### config.mk
export PLATFORM = sky130hd
export DESIGN_NAME = line_fill_buffer
export DESIGN_NICKNAME = d
export VERILOG_FILES = /design/src/rtl/line_fill_buffer.sv
export SDC_FILE = /design/constraint.sdc
export NUM_CORES = 1
export LEC_CHECK = 0
export ABC_AREA = 1
export CAP_MARGIN = 10
export CORE_ASPECT_RATIO = 2
export CORE_MARGIN = 2
export CORE_UTILIZATION = 42
export DETAILED_ROUTE_END_ITERATION = 10
export PLACE_DENSITY = 0.79
export SETUP_SLACK_MARGIN = 0.15
export SLEW_MARGIN = 20
export SYNTH_ARGS = -nofsm -noshare
export SYNTH_HDL_FRONTEND = slang
export SYNTH_SLANG_ARGS = --single-unit
### constraint.sdc
create_clock -name Clk -period 3 [get_ports Clk]
set_clock_uncertainty 0.2 [all_clocks]
set_input_delay 0.45 -clock Clk [delete_from_list [all_inputs] [get_ports Clk]]
set_output_delay 0.45 -clock Clk [all_outputs]
set_load 0.02 [all_outputs]
### src/rtl/line_fill_buffer.sv
// Line fill buffer: on a data-cache miss it fetches an 8-word line from memory.
// The fetch can run critical-word-first with wrap (CWF=1) or in plain order from word 0 (CWF=0).
module line_fill_buffer #(
  parameter int CWF = 1
) (
  input  logic         Clk,
  input  logic         Rst,
  input  logic         LB_Enable,
  input  logic [31:0]  Req_Addr,
  output logic         LB_FirstWord,
  output logic         LB_Completed,
  output logic [255:0] LB_LineData,
  output logic [31:0]  LB_LineAddr,
  output logic         Mem_Req,
  output logic [31:0]  Mem_Addr,
  input  logic         Mem_Ack,
  input  logic [31:0]  Mem_RData
);

  localparam logic [1:0] IDLE = 2'd0;
  localparam logic [1:0] FILL = 2'd1;
  localparam logic [1:0] DONE = 2'd2;

  logic [1:0]   r_state;
  logic [28:0]  r_lineTag;
  logic [2:0]   r_reqIdx;
  logic [2:0]   r_start;
  logic [2:0]   r_count;
  logic [255:0] r_line;
  logic         r_firstWord;

  logic         w_accept;
  logic         w_capture;
  logic         w_lastWord;
  logic [2:0]   w_idx;

  assign w_accept   = (r_state == IDLE) && LB_Enable;
  assign w_capture  = (r_state == FILL) && Mem_Ack;
  assign w_lastWord = w_capture && (r_count == 3'd7);
  // The 3-bit sum wraps naturally, giving the critical-word-first order.
  assign w_idx      = r_start + r_count;

  always_ff @(posedge Clk) begin
    if (!Rst) begin
      r_state <= IDLE;
    end else begin
      case (r_state)
        IDLE:    if (w_accept) r_state <= FILL;
        FILL:    if (w_lastWord) r_state <= DONE;
        DONE:    if (!LB_Enable) r_state <= IDLE;
        default: r_state <= IDLE;
      endcase
    end
  end

  // The request is sampled only at accept, so address changes during a fill are ignored.
  always_ff @(posedge Clk) begin
    if (!Rst) begin
      r_lineTag <= 29'd0;
      r_reqIdx  <= 3'd0;
      r_start   <= 3'd0;
      r_count   <= 3'd0;
    end else if (w_accept) begin
      r_lineTag <= Req_Addr[31:3];
      r_reqIdx  <= Req_Addr[2:0];
      r_start   <= (CWF != 0) ? Req_Addr[2:0] : 3'd0;
      r_count   <= 3'd0;
    end else if (w_capture) begin
      r_count   <= r_count + 3'd1;
    end
  end

  always_ff @(posedge Clk) begin
    if (!Rst) begin
      r_line <= 256'd0;
    end else if (w_capture) begin
      r_line[{w_idx, 5'd0} +: 32] <= Mem_RData;
    end
  end

  always_ff @(posedge Clk) begin
    if (!Rst) begin
      r_firstWord <= 1'b0;
    end else begin
      r_firstWord <= w_capture && (w_idx == r_reqIdx);
    end
  end

  assign Mem_Req      = (r_state == FILL);
  assign Mem_Addr     = Mem_Req ? {r_lineTag, w_idx} : 32'd0;
  assign LB_Completed = (r_state == DONE);
  assign LB_LineData  = r_line;
  assign LB_LineAddr  = {r_lineTag, 3'b000};
  assign LB_FirstWord = r_firstWord;

endmodule

### Yosys cells after proc, flatten, opt, wreduce, memory -nomap -nowiden

Index checks and enable logic that the tools add are counted.

* add/subtract/negate cells: 3
* eq/ne operators: 7
* shift-type cells: 2
* muxes and demuxes: 6
* bitwise gates (word level): 1
* reduce and logical (&&, ||, !) cells: 7

Operator list (count)
* 256-bit bitwise mux: 1
* 32-bit by 10-bit variable shift with 256-bit output (first input constant): 1
* 32-bit by 10-bit indexed part select with 256-bit output: 1
* 32-bit two-way mux: 1
* 8-bit negator with 10-bit output: 1
* 2-bit two-way mux: 3
* 2-bit one-hot mux with 3 select lines: 1
* 1-bit logical AND: 4
* 2-bit inequality test (second input constant): 2
* 3-bit by 1-bit adder with 3-bit output (second input constant): 1
* 3-bit adder: 1
* 3-bit equality test: 1
* 3-bit equality test (second input constant): 1
* 3-bit AND reduction: 1
* 2-bit by 1-bit equality test with 1-bit output (second input constant): 1
* 2-bit equality test (second input constant): 1
* 2-bit logical NOT: 1
* 2-bit by 1-bit inequality test with 1-bit output (second input constant): 1
* 2-bit OR reduction: 1
* 1-bit inverter: 1

* flip-flop bits (word level): 294
* input bits: 68
* logic and storage cells: 32

### Depth between registers and ports, before layout

* word-level depth: 5
* depth in mapped cells: 17
* mapped depth without buffers: 15

### Worst setup path after synthesis

Ideal clock, no wire load.

* path type: register to register
* start: register r_start[0]
* end: register r_line[173], in the netlist LB_LineData[173]
* arrival: 2.830 ns
* data required time: 2.730 ns
* setup slack: -0.100 ns
* cell stages (with the launch flop): 16
* period minus slack after synthesis: 3.100 ns
* cells stage by stage: dfxtp_1 > ha_1 > fa_1 > inv_1 > nand2_1 > nand2_1 > nand2_1 > nand2_1 > clkbuf_1 > ha_1 > buf_2 > inv_2 > buf_2 > buf_1 > nand4_1 > a21oi_1

* cells in the longest elaborated chain, start to end: 4

Ends and longest elaborated chain
* start: declaration: RTL line 27 `logic [2:0] r_start;`
* start signal: assignment: RTL line 66 `r_start <= (CWF != 0) ? Req_Addr[2:0] : 3'd0;`
* 3-bit adder *: RTL line 41 `assign w_idx = r_start + r_count;`
* 8-bit negator with 10-bit output *: RTL line 77 `r_line[{w_idx, 5'd0} +: 32] <= Mem_RData;`
* 32-bit by 10-bit indexed part select with 256-bit output or 32-bit by 10-bit variable shift with 256-bit output (tied branches): RTL line 77
* 256-bit bitwise mux *: RTL line 77
* end signal: indexed assignment: RTL line 77
* end: declaration: RTL line 29 `logic [255:0] r_line;`

Every way passes the cells marked *; elsewhere a longest branch is shown, timed or not.
A chain may end at the register's enable or synchronous reset.

### Worst setup path after layout

* start: register r_count[0]
* end: register r_line[60], in the netlist LB_LineData[60]

* cells in the longest elaborated chain, start to end: 4

Ends and longest elaborated chain
* start: declaration: RTL line 28 `logic [2:0] r_count;`
* start signal: assignment: RTL line 69 `r_count <= r_count + 3'd1;`
* 3-bit adder *: RTL line 41
* 8-bit negator with 10-bit output *: RTL line 77
* 32-bit by 10-bit indexed part select with 256-bit output or 32-bit by 10-bit variable shift with 256-bit output (tied branches): RTL line 77
* 256-bit bitwise mux *: RTL line 77

Marked as above.

==> report_table.html <==
<table>
<tr><th>Metric</th><th>Value</th></tr>
<tr><th colspan="2">Synth</th></tr>
<tr><td>Most frequent cell after synthesis</td><td>nor2_1</td></tr>
<tr><td>Area share of the largest cell type after synthesis</td><td>47.67%</td></tr>
<tr><td>Number of synthesized flops with an enable pin</td><td>0</td></tr>
<tr><td>Share of the synthesized area in compound gates (AO/OA/AOI/OAI)</td><td>12.69%</td></tr>
<tr><td>Post-synthesis share of cell area spent on full adders, half adders and majority gates</td><td>0.7702%</td></tr>
<tr><td>Part of the Yosys area used for sequential elements</td><td>47.67%</td></tr>
<tr><td>Post-synth top cells</td><td>nor2_1, dfxtp_1, nand2_1, a21oi_1, o21ai_0</td></tr>
<tr><td>Synthesized area</td><td>0.01235 mm^2</td></tr>
<tr><td>Leading cell types by total area after synthesis</td><td>dfxtp_1, nor2_1, a21oi_1</td></tr>
<tr><td>Yosys reg bits</td><td>294</td></tr>
<tr><td>Combinational family with the most area after synthesis</td><td>simple AND/OR/NAND/NOR gates</td></tr>
<tr><td>Mean post-synth cell area</td><td>7.246 um^2</td></tr>
<tr><td>Top FF cell, synth</td><td>dfxtp_1</td></tr>
<tr><td>Largest area contributor in the synthesized netlist</td><td>dfxtp_1</td></tr>
<tr><td>Netlist cell types</td><td>31</td></tr>
<tr><td>Xor/xnor share of the synthesized area</td><td>0.07094%</td></tr>
<tr><td>Fraction of registers with async set or reset after synthesis</td><td>0%</td></tr>
<tr><td>Proportion of synthesized area in mux cells</td><td>0%</td></tr>
<tr><td>Simple-gate share of the synthesized area</td><td>30.62%</td></tr>
<tr><td>Count of synthesis-stage warnings from yosys</td><td>0</td></tr>
<tr><td>Cell count after synthesis</td><td>1,704</td></tr>
<tr><th colspan="2">Layout</th></tr>
<tr><td>Growth of design area from synthesis to finish</td><td>46.01%</td></tr>
<tr><td>Number of filler instances in the final layout</td><td>2,538</td></tr>
<tr><td>Nets</td><td>2,109</td></tr>
<tr><td>Number of diodes</td><td>0</td></tr>
<tr><td>Seq. cell area</td><td>0.005892 mm^2</td></tr>
<tr><td>Share of post-route cells with drive strength above 1</td><td>8.325%</td></tr>
<tr><td>Final cell count without fillers</td><td>2,414</td></tr>
<tr><td>Multi-input gate area in the final layout</td><td>0.005664 mm^2</td></tr>
<tr><th colspan="2">STA</th></tr>
<tr><td>Final setup violation count</td><td>0</td></tr>
<tr><td>Crit path time final</td><td>2.794 ns</td></tr>
<tr><td>Fmax</td><td>0.3579 GHz</td></tr>
<tr><td>Post-route setup TNS</td><td>0 ns</td></tr>
<tr><td>Final count of pins violating max slew</td><td>0</td></tr>
<tr><td>RSZ-0062 raised after global routing</td><td>yes</td></tr>
<tr><td>Relative slew slack</td><td>52.80%</td></tr>
<tr><td>Transition time at the pin with the least slew margin</td><td>0.7081 ns</td></tr>
<tr><td>Setup ws final</td><td>0.2063 ns</td></tr>
<tr><td>Final Cycle Share</td><td>93.12%</td></tr>
<tr><td>Worst Hold Margin</td><td>0.1745 ns</td></tr>
<tr><td>Final Hold Fails</td><td>0</td></tr>
<tr><th colspan="2">Outcome</th></tr>
<tr><td>Outcome</td><td>finished clean</td></tr>
<tr><th colspan="2">GRT</th></tr>
<tr><td>Number of antenna violations at the first check in global routing</td><td>0</td></tr>
<tr><td>First-pass GRT wire length</td><td>73,040 um</td></tr>
<tr><td>All-Layer GR Usage</td><td>30.08%</td></tr>
<tr><td>Pin count of the biggest net entering global routing</td><td>141</td></tr>
<tr><td>Global-route congestion overflow total</td><td>0</td></tr>
<tr><td>Via count of the first global-routing pass</td><td>12,550</td></tr>
<tr><th colspan="2">Drt</th></tr>
<tr><td>Vias per std cell</td><td>5.594</td></tr>
<tr><td>Drt drc</td><td>0</td></tr>
<tr><td>Total Wirelength</td><td>50,410 um</td></tr>
<tr><td>Number of routed nets with antenna violations</td><td>0</td></tr>
<tr><td>Via count</td><td>13,500</td></tr>
<tr><td>Drt pass-1 iters</td><td>6</td></tr>
<tr><td>Average wire length per cell after detail routing</td><td>20.88 um</td></tr>
<tr><td>Number of design-rule violations left by the first detailed-router iteration</td><td>1,227</td></tr>
<tr><th colspan="2">Clock network</th></tr>
<tr><td>Clock buffer count from CTS</td><td>26</td></tr>
<tr><td>CTS tree</td><td>built</td></tr>
<tr><td>Clock insertion delay at the later pin of the skew report</td><td>0.54 ns</td></tr>
<tr><td>Clock-pin slew on the worst setup and hold paths</td><td>0.07 ns</td></tr>
<tr><td>Clock root cell</td><td>clkbuf_16</td></tr>
<tr><td>Clock sink count</td><td>294</td></tr>
<tr><td>Cts-stage hold buffer count</td><td>0</td></tr>
<tr><td>Number of levels the H-tree was split into</td><td>1</td></tr>
<tr><td>Clock tree buffer depth</td><td>3</td></tr>
<tr><th colspan="2">Floorplanning</th></tr>
<tr><td>I/O pin total</td><td>391</td></tr>
<tr><td>Height of the die</td><td>246.5 um</td></tr>
<tr><td>Core Area</td><td>0.02885 mm^2</td></tr>
<tr><td>Horizontal die dimension</td><td>125.2 um</td></tr>
<tr><td>Standard-cell row count</td><td>88</td></tr>
<tr><td>Initial standard-cell utilization of the core</td><td>42.80%</td></tr>
<tr><td>Overall die area</td><td>0.03087 mm^2</td></tr>
<tr><th colspan="2">Placement</th></tr>
<tr><td>Port Buffer Count</td><td>387</td></tr>
<tr><td>Dpl cells</td><td>2,348</td></tr>
<tr><td>Weighted congestion reported at the end of routability-driven placement</td><td>0.9646</td></tr>
<tr><td>DP Wirelength</td><td>35,010 um</td></tr>
<tr><td>Setup WS pre-CTS</td><td>0.08990 ns</td></tr>
<tr><th colspan="2">Power and ir drop</th></tr>
<tr><td>Switching part of the total power</td><td>29.86%</td></tr>
<tr><td>Tot Pwr</td><td>9337 uW</td></tr>
<tr><td>Relative contribution of the clock network to total power</td><td>37.8%</td></tr>
<tr><td>Seq pwr share</td><td>43.1%</td></tr>
<tr><td>Logic gate share of total power</td><td>19.1%</td></tr>
<tr><td>Net Switching</td><td>2788 uW</td></tr>
<tr><td>Maximum ir drop on the vdd rail</td><td>0.4579 mV</td></tr>
<tr><td>Leakage power total</td><td>0.006889 uW</td></tr>
<tr><td>Ratio of total power to cell area</td><td>517.9 mW/mm^2</td></tr>
<tr><td>Power Internal</td><td>6549 uW</td></tr>
<tr><th colspan="2">Worst hold path</th></tr>
<tr><td>Type of the tightest min-delay check</td><td>in2reg</td></tr>
<tr><th colspan="2">Critical path</th></tr>
<tr><td>CP Capture Type</td><td>flip-flop</td></tr>
<tr><td>Critical path data arrival time</td><td>3.04 ns</td></tr>
<tr><td>Startpoint class of the critical path</td><td>flip-flop</td></tr>
<tr><td>Required time of the critical path</td><td>3.25 ns</td></tr>
<tr><td>Critical path peak fanout</td><td>11</td></tr>
<tr><td>Classification of the worst setup path</td><td>reg2reg</td></tr>
<tr><th colspan="2">Run</th></tr>
<tr><td>Max-cap check violation count</td><td>0</td></tr>
</table>
cells in the final DEF, fill, tap and decap left out, drive strengths merged:
cell type        n
a211oi           1
a21oi          153
buf             63
bufinv           2
clkbuf          47
clkdlybuf4s50  383
clkinv           8
clkinvlp         4
conb             3
dfxtp          294
dlymetal6s2s     1
fa               1
ha               6
inv             78
nand2          162
nand3          144
nand4           91
nor2           392
nor3            62
o21a             1
o21ai          157
xor2             1
kinds of logic after synthesis:
kind of cell,after synthesis
AOI/OAI and AO/OA,312
buffers and inverters,238
other,1
adders and majority gates,7
xor gates and xnor gates,1
DFF,294
and+or+nand+nor,851
power by group through the flow:
stage | Combinational [uW] | Clock [uW] | Sequential, uW
global placement | 1600 | 0 | 4110
floorplan | 891 | 0 | 4200
detailed placement | 1620 | 0 | 4120
CTS | 1670 | 3560 | 4030
finish | 1780 | 3530 | 4030
global route | 1890 | 3700 | 4030
timing repair:
action	in CTS	in global routing
gates cloned	1	8
endpoints found under the setup margin	77	220
buffers inserted	3	6
pin swaps	3	11
gates resized for setup	22	53
state kept, by name, summed over array words and instances (netlist names):
name,flops
r_state,2
r_count,3
r_lineTag,29
LB_FirstWord,1
r_start,3
LB_LineData,256
worst max-delay path: stages (launching register included):
cell and delay [ns]:
dfxtp_4 0.36, ha_4 0.16, fa_2 0.57, inv_2 0.06, ha_4 0.16, ha_4 0.36, nand2_8 0.09, nor2_4 0.24
buf_4 0.24, o21ai_0 0.12, nand2_1 0.08, nor2_1 0.05
stage by stage:
stage | utilization (%) | cell area, um^2
floorplan | - | 12370
global placement | 57.43 | 16570
detailed placement | 57.43 | 16570
CTS | 60.95 | 17580
global route | 62.49 | 18030
finish | 62.49 | 18030
cell type report:
| class | instances | area share [%] |
|---|---|---|
| well taps | 360 | 2.499 |
| repair buffers | 454 | 26.56 |
| clock buffers | 40 | 4.407 |
| inverters | 84 | 1.895 |
| flip-flops and latches | 294 | 32.68 |
| multi-input cells | 1174 | 31.42 |
| clock inverters | 8 | 0.5344 |
worst paths after layout:
| kind | startpoint | slack [ns] | cells after the start | endpoint |
|---|---|---|---|---|
| setup / recovery | r_count[0]$_SDFFE_PP0P_ | 0.21 | 11 | LB_LineData[60]$_SDFFE_PN0P_ |
| hold / removal | Rst | 0.17 | 3 | LB_LineData[78]$_SDFFE_PN0P_ |
| setup reg to reg | r_count[0]$_SDFFE_PP0P_ | 0.21 | 11 | LB_LineData[60]$_SDFFE_PN0P_ |
| hold reg to reg | LB_LineData[198]$_SDFFE_PN0P_ | 0.26 | 2 | LB_LineData[198]$_SDFFE_PN0P_ |
metal layers:
metal  share of wire (%)  routed length, um  vias up  track usage, %
li1                    -                  -     6323               -
met1                  35              17540     6235           33.27
met2                  50              25240      768           52.30
met3                 7.5               3801      178           4.995
met4                 7.6               3819        0           20.78
met5                   0                  0        -               0
Power figures use the tool's default switching activity.
